`config.mk`:
```
export PLATFORM = sky130hd
export DESIGN_NAME = floating_point_divider_flat
export DESIGN_NICKNAME = d
export VERILOG_FILES = /design/src/rtl/floating_point_divider_if.sv /design/src/rtl/floating_point_divider.sv /design/src/flat_wrapper.sv
export SDC_FILE = /design/constraint.sdc
export NUM_CORES = 1
export LEC_CHECK = 0
export BUFFER_PORTS_ARGS = -buffer_cell sky130_fd_sc_hd__clkbuf_2
export CAP_MARGIN = 20
export CORE_MARGIN = 4
export CORE_UTILIZATION = 40
export DETAILED_ROUTE_END_ITERATION = 10
export PLACE_DENSITY = 0.65
export SLEW_MARGIN = 40
export SYNTH_ARGS = -nofsm -noshare
export SYNTH_HDL_FRONTEND = slang
export SYNTH_SLANG_ARGS = --single-unit
```
`constraint.sdc`:
```
create_clock -name clk -period 7.5 [get_ports clk]
set_clock_uncertainty 0.1 [all_clocks]
set_input_delay 1.5 -clock clk [delete_from_list [all_inputs] [get_ports clk]]
set_output_delay 1.5 -clock clk [all_outputs]
set_load 0.05 [all_outputs]
```
`src/rtl/floating_point_divider_if.sv`:
```
// Operand/result handshake bundle shared by the FPU arithmetic blocks.
// The master drives operands and arg_vld; the slave returns arg_rdy, result, state and res_vld.
interface floating_point_divider_if;
  logic [31:0] a;
  logic [31:0] b;
  logic        arg_vld;
  logic        arg_rdy;
  logic [31:0] result;
  logic [1:0]  state;
  logic        res_vld;

  modport master (output a, b, arg_vld, input arg_rdy, result, state, res_vld);
  modport slave  (input a, b, arg_vld, output arg_rdy, result, state, res_vld);
endinterface

```
`src/rtl/floating_point_divider.sv`:
```
// Iterative binary32 divider: restoring radix-2 loop, one quotient bit per cycle,
// round-to-nearest-even, subnormals flushed to zero, fixed latency for every operand class.
module floating_point_divider (
  input  logic                           clk,
  input  logic                           rst,
  floating_point_divider_if.slave        bus
);
  localparam int QBITS   = 27;
  localparam int LATENCY = QBITS + 3;
  localparam logic [4:0] LAST_CNT = 5'(LATENCY - 4);

  localparam logic [1:0] ST_OK  = 2'b00;
  localparam logic [1:0] ST_NAN = 2'b01;
  localparam logic [1:0] ST_INF = 2'b10;
  localparam logic [1:0] ST_NUL = 2'b11;

  typedef enum logic [1:0] {S_IDLE, S_UNPACK, S_DIVIDE, S_NORM} fsm_e;

  fsm_e              r_fsm;
  fsm_e              w_fsm_nxt;
  logic [31:0]       r_a, r_b;
  logic              r_sign;
  logic signed [9:0] r_exp;
  logic [23:0]       r_mb;
  logic [25:0]       r_rem;
  logic [QBITS-1:0]  r_q;
  logic [4:0]        r_cnt;
  logic              r_spec;
  logic [1:0]        r_spec_state;
  logic [31:0]       r_spec_res;
  logic [31:0]       r_result;
  logic [1:0]        r_state;
  logic              r_res_vld;

  logic              w_arg_rdy;
  logic              w_sign;
  logic signed [9:0] w_exp;
  logic              w_a_zero, w_a_inf, w_a_nan, w_b_zero, w_b_inf, w_b_nan;
  logic              w_spec;
  logic [1:0]        w_spec_state;
  logic [31:0]       w_spec_res;
  logic              w_ge;
  logic [25:0]       w_sub;
  logic              w_sticky, w_g, w_s;
  logic [22:0]       w_frac;
  logic [23:0]       w_frac_rnd;
  logic signed [9:0] w_e_adj, w_e_fin;
  logic [1:0]        w_norm_state;
  logic [31:0]       w_norm_res;

  // State register
  always_ff @(posedge clk) begin
    if (rst) r_fsm <= S_IDLE;
    else     r_fsm <= w_fsm_nxt;
  end

  // Next-state logic
  always_comb begin
    w_fsm_nxt = r_fsm;
    case (r_fsm)
      S_IDLE:   if (bus.arg_vld) w_fsm_nxt = S_UNPACK; else w_fsm_nxt = S_IDLE;
      S_UNPACK: w_fsm_nxt = S_DIVIDE;
      S_DIVIDE: if (r_cnt == LAST_CNT) w_fsm_nxt = S_NORM; else w_fsm_nxt = S_DIVIDE;
      S_NORM:   w_fsm_nxt = S_IDLE;
      default:  w_fsm_nxt = S_IDLE;
    endcase
  end

  // FSM outputs
  always_comb begin
    w_arg_rdy = (r_fsm == S_IDLE);
  end

  // Operand classification and special-case result
  always_comb begin
    w_sign   = r_a[31] ^ r_b[31];
    w_exp    = {2'b00, r_a[30:23]} - {2'b00, r_b[30:23]} + 10'd127;
    w_a_zero = (r_a[30:23] == 8'h00);
    w_b_zero = (r_b[30:23] == 8'h00);
    w_a_inf  = (r_a[30:23] == 8'hFF) && (r_a[22:0] == 23'h0);
    w_b_inf  = (r_b[30:23] == 8'hFF) && (r_b[22:0] == 23'h0);
    w_a_nan  = (r_a[30:23] == 8'hFF) && (r_a[22:0] != 23'h0);
    w_b_nan  = (r_b[30:23] == 8'hFF) && (r_b[22:0] != 23'h0);
    w_spec       = 1'b1;
    w_spec_state = ST_OK;
    w_spec_res   = 32'h0000_0000;
    if (w_a_nan || w_b_nan || (w_a_zero && w_b_zero) || (w_a_inf && w_b_inf)) begin
      w_spec_state = ST_NAN;
      w_spec_res   = 32'h7FC0_0000;
    end else if (w_a_inf || w_b_zero) begin
      w_spec_state = ST_INF;
      w_spec_res   = {w_sign, 8'hFF, 23'h0};
    end else if (w_a_zero || w_b_inf) begin
      w_spec_state = ST_NUL;
      w_spec_res   = {w_sign, 31'h0};
    end else begin
      w_spec = 1'b0;
    end
  end

  // One restoring-division step
  always_comb begin
    w_ge = (r_rem >= {2'b00, r_mb});
    if (w_ge) w_sub = r_rem - {2'b00, r_mb};
    else      w_sub = r_rem;
  end

  // Normalise, round to nearest-even and range-check the quotient
  always_comb begin
    w_sticky = (r_rem != 26'h0);
    if (r_q[26]) begin
      w_frac  = r_q[25:3];
      w_g     = r_q[2];
      w_s     = (|r_q[1:0]) | w_sticky;
      w_e_adj = r_exp;
    end else begin
      w_frac  = r_q[24:2];
      w_g     = r_q[1];
      w_s     = r_q[0] | w_sticky;
      w_e_adj = r_exp - 10'sd1;
    end
    // a carry out of the fraction means the mantissa became exactly 2.0
    w_frac_rnd = {1'b0, w_frac} + {23'h0, w_g & (w_s | w_frac[0])};
    if (w_frac_rnd[23]) w_e_fin = w_e_adj + 10'sd1;
    else                w_e_fin = w_e_adj;
    if (w_e_fin >= 10'sd255) begin
      w_norm_state = ST_INF;
      w_norm_res   = {r_sign, 8'hFF, 23'h0};
    end else if (w_e_fin <= 10'sd0) begin
      w_norm_state = ST_NUL;
      w_norm_res   = {r_sign, 31'h0};
    end else begin
      w_norm_state = ST_OK;
      w_norm_res   = {r_sign, w_e_fin[7:0], w_frac_rnd[22:0]};
    end
  end

  // Datapath registers and result outputs
  always_ff @(posedge clk) begin
    if (rst) begin
      r_cnt     <= 5'd0;
      r_result  <= 32'h0000_0000;
      r_state   <= ST_OK;
      r_res_vld <= 1'b0;
    end else begin
      r_res_vld <= 1'b0;
      case (r_fsm)
        S_IDLE: begin
          if (bus.arg_vld) begin
            r_a <= bus.a;
            r_b <= bus.b;
          end
        end
        S_UNPACK: begin
          r_sign       <= w_sign;
          r_exp        <= w_exp;
          r_mb         <= {1'b1, r_b[22:0]};
          r_rem        <= {3'b001, r_a[22:0]};
          r_q          <= '0;
          r_cnt        <= 5'd0;
          r_spec       <= w_spec;
          r_spec_state <= w_spec_state;
          r_spec_res   <= w_spec_res;
        end
        S_DIVIDE: begin
          r_q   <= {r_q[QBITS-2:0], w_ge};
          r_rem <= w_sub << 1;
          r_cnt <= r_cnt + 5'd1;
        end
        S_NORM: begin
          r_res_vld <= 1'b1;
          if (r_spec) begin
            r_result <= r_spec_res;
            r_state  <= r_spec_state;
          end else begin
            r_result <= w_norm_res;
            r_state  <= w_norm_state;
          end
        end
        default: r_res_vld <= 1'b0;
      endcase
    end
  end

  assign bus.arg_rdy = w_arg_rdy;
  assign bus.result  = r_result;
  assign bus.state   = r_state;
  assign bus.res_vld = r_res_vld;
endmodule
```
`src/flat_wrapper.sv`:
```
// flat-port wrapper written by rule: the top's interface ports become plain ports
module floating_point_divider_flat 
  (clk, rst, bus_a, bus_b, bus_arg_vld, bus_arg_rdy, bus_result, bus_state, bus_res_vld);
  floating_point_divider_if bus_i ();
  input  logic clk;
  input  logic rst;
  input wire logic [$bits(bus_i.a)-1:0] bus_a;
  input wire logic [$bits(bus_i.b)-1:0] bus_b;
  input wire logic [$bits(bus_i.arg_vld)-1:0] bus_arg_vld;
  output wire logic [$bits(bus_i.arg_rdy)-1:0] bus_arg_rdy;
  output wire logic [$bits(bus_i.result)-1:0] bus_result;
  output wire logic [$bits(bus_i.state)-1:0] bus_state;
  output wire logic [$bits(bus_i.res_vld)-1:0] bus_res_vld;
  assign bus_i.a = bus_a;
  assign bus_i.b = bus_b;
  assign bus_i.arg_vld = bus_arg_vld;
  assign bus_arg_rdy = bus_i.arg_rdy;
  assign bus_result = bus_i.result;
  assign bus_state = bus_i.state;
  assign bus_res_vld = bus_i.res_vld;
  floating_point_divider u_core (.clk(clk), .rst(rst), .bus(bus_i));
endmodule
```
==> impl_metrics.csv <==
group,metric,value,unit
yosys,avgSynthCellArea,10.7,um^2
finish,final_area,0.0122,mm^2
global_routing,grt_pass1_wl,38500,um
die,io_pins,103,
setup_path,critical_path_required,7780,ps
yosys,synth_enable_flop_cells,157,
yosys,synth_flop_cell,"edfxtp_1",
clock_network,cts_buffer_depth,2,
sta,drv_slew,0,
sta,hold_slack,351,ps
finish,nets,1202,
setup_path,path_buf_inv,1,
global_routing,grt_max_degree,72,
clock_network,cts_hold_buf,0,
setup_path,path_cells,"buf_4 > mux2_2 > nand4_1 > nor4_1 > a41oi_1 > a311o_1 > xnor2_1 > a31oi_1 > and4_4 > a22o_1",
die,fp.dieH,172,um
yosys,yosys.cell_count.top_type,"edfxtp_1",
yosys,synth_commonest_cells,"edfxtp_1 (157), nor2_1 (74), nand2_1 (69)",
detailed_routing,wire_per_inst,16.2,um
run,drv_cap,0,
die,core_area,0.0263,mm^2
power_and_ir_drop,power_frac_clock,36.9,%
clock_network,cts_tree,"done",
setup_path,criticalPathCategory,"flip-flop to flip-flop",
clock_network,h-tree-depth,4,
sta,fmax,238,MHz
detailed_routing,drc,0,
power_and_ir_drop,power.internal,1.90,mW
clock_network,clk_transition_reported_paths,80,ps
detailed_routing,routed_wl,23400,um
yosys,synth-seq-area-share,51.6,%
power_and_ir_drop,p_sw,0.697,mW
detailed_routing,num_vias,7753,
global_routing,grt_pass1_vias,7470,
placed_design,hpwl,17100,um
yosys,synth_cells,1004,
sta,setup_viol,0,
sta,tns,0,ps
yosys,synth_nets,1114,
sta,finalHoldViolations,0,
detailed_routing,viasPerCell,5.38,
detailed_routing,dr.pass1.iters,5,
yosys,synth_warnings,0,
setup_path,cp_top_family,"simple AND/OR/NAND/NOR gates",
power_and_ir_drop,combPwrFrac,13.1,%
finish,final.fill_count,2456,
clock_network,clock-sinks,199,
power_and_ir_drop,switching_share,26.9,%
finish,fin_util,46.5,%
yosys,synth.ff_latch_count,199,
detailed_routing,ant_nets,0,
yosys,synth_area_leader_cell,"edfxtp_1",
die,fp.dieW,172,um
setup_path,crit_path_max_fanout,60,
placed_design,finalWeightedCongestion,0.885,
clock_network,root_buffer,"clkbuf_16",
sta,slew_headroom,43.6,%
setup_path,cp.arrival,4480,ps
setup_path,startpoint_type,"flip-flop",
clock_network,insertion_delay,440,ps
power_and_ir_drop,powerDensity,212,mW/mm^2
yosys,synthTopCellsByArea,"edfxtp_1 (44%), dfxtp_1 (7.8%), ha_1 (4.8%)",
sta,worstMarginPinSlew,834,ps
sta,min_period,4200,ps
finish,syn2layout_area_growth,13.7,%
setup_path,crit_slowest_cell,"nor4_1",
finish,drive_gt1_share,15.3,%
setup_path,cp-end-kind,"flip-flop",
setup_path,slowest_delay,710,ps
placed_design,placed_cell_area,0.0116,mm^2
yosys,ys_async_sr_fraction,0,%
placed_design,port_buffers,102,
die,design.die.area,0.0296,mm^2
yosys,synth_top_area_share,43.8,%
finish,antenna_cells,0,
worst_hold_path,min_path_type,"flip-flop to flip-flop",
die,num_rows,59,
yosys,syn-cell-area,0.0108,mm^2
sta,rsz0062_at_grt,"false",
clock_network,postCtsSetupBuffers,0,
die,start_util,40.9,%
global_routing,grt_antenna_before_repair,0,
run_status,outcome,"finished, final reports clean",
power_and_ir_drop,leakagePower,4.68,nW
global_routing,grt_util_all_layers,16.1,%
power_and_ir_drop,irDropWorstVdd,0.000109,V
clock_network,cts_buffers,17,
yosys,synthDistinctLibCells,73,
detailed_routing,dr.first_iter.drc_count,552,
sta,post-route-period-util,56.1,%
clock_network,cts_resized,0,
global_routing,overflow,0,
power_and_ir_drop,seqPwrFrac,49.9,%
metal layers:
| metal | vias up | routed length (um) | track usage [%] |
|---|---|---|---|
| li1 | 3877 | - | - |
| met1 | 3672 | 11600 | 23.4 |
| met2 | 187 | 10500 | 25.2 |
| met3 | 17 | 1030 | 2.81 |
| met4 | 0 | 256 | 4.31 |
| met5 | - | 0 | 0 |
layout make-up:
cell class,count,area (um^2),share of cell area [%]
clock buffers,17,425,3.48
clock inverters,15,184,1.50
inverters,58,218,1.78
multi-input cells,707,4820,39.4
flip-flops and latches,199,5560,45.4
well taps,335,419,3.43
repair buffers,109,607,4.96
sequential cells by signal, indices dropped and copies added (netlist names), 3 cells and up:
| register | flops |
|---|---|
| u_core.r_q | 27 |
| u_core.r_a | 32 |
| u_core.r_b | 32 |
| u_core.bus.result | 32 |
| u_core.r_spec_res | 3 |
| u_core.r_exp | 10 |
| u_core.r_mb | 23 |
| u_core.r_cnt | 5 |
| u_core.r_rem | 26 |
final timing paths:
check	from	end	slack, ps	depth (start not counted)
min reg2reg	u_core.r_b[2]	u_core.r_mb[2]	350	0
max	u_core.r_q[26]	u_core.bus.result[7]	3300	10
min	u_core.r_b[2]	u_core.r_mb[2]	350	0
max reg2reg	u_core.r_q[26]	u_core.bus.result[7]	3300	10
worst reg2reg max path, stage by stage (launching register included):
cell      delay, ps
edfxtp_1        320
buf_4           520
mux2_2          320
nand4_1         290
nor4_1          720
a41oi_1         220
a311o_1         380
xnor2_1         170
a31oi_1         440
and4_4          490
a22o_1          180
cells in the final DEF (no fill, tap or decap), types with 32 or more instances in the layout:
master | Yosys | layout
dfxtp_1 | 42 | 42
inv_1 | 57 | 57
and2_1 | 33 | 32
edfxtp_1 | 157 | 157
nor2_1 | 74 | 73
nand2_1 | 69 | 69
clkbuf_2 | 0 | 102
a21oi_1 | 61 | 61
nand3_1 | 33 | 33
ha_1 | 41 | 40
xnor2_1 | 44 | 44
through the flow:
| stage | worst slack (ps) | instances | power, mW |
|---|---|---|---|
| after global routing | 2920 | 1440 | 2.71 |
| after detailed placement | 3300 | 1408 | 1.66 |
| after floorplan | 2480 | 1004 | 1.56 |
| final | 3300 | 1440 | 2.59 |
| after global placement | 3460 | 1406 | 1.65 |
| after CTS | 3280 | 1440 | 2.62 |
logic make-up after synthesis:
family,count (synthesis),synth area share (%)
and+or+nand+nor,352,17.3
AOI/OAI and AO/OA,200,12.5
DFF,199,51.6
buffers and inverters,98,3.78
xor gates and xnor gates,75,6.11
adders and majority gates,43,5.14
muxes,37,3.55
power groups by stage:
stage / Sequential, mW / Combinational [mW] / Clock [mW]
floorplan: 1.31 / 0.255 / 0
global placement: 1.32 / 0.331 / 0
detailed placement: 1.32 / 0.339 / 0
CTS: 1.30 / 0.341 / 0.980
global route: 1.30 / 0.382 / 1.03
finish: 1.30 / 0.341 / 0.958
(Power assumes the default switching activity.)
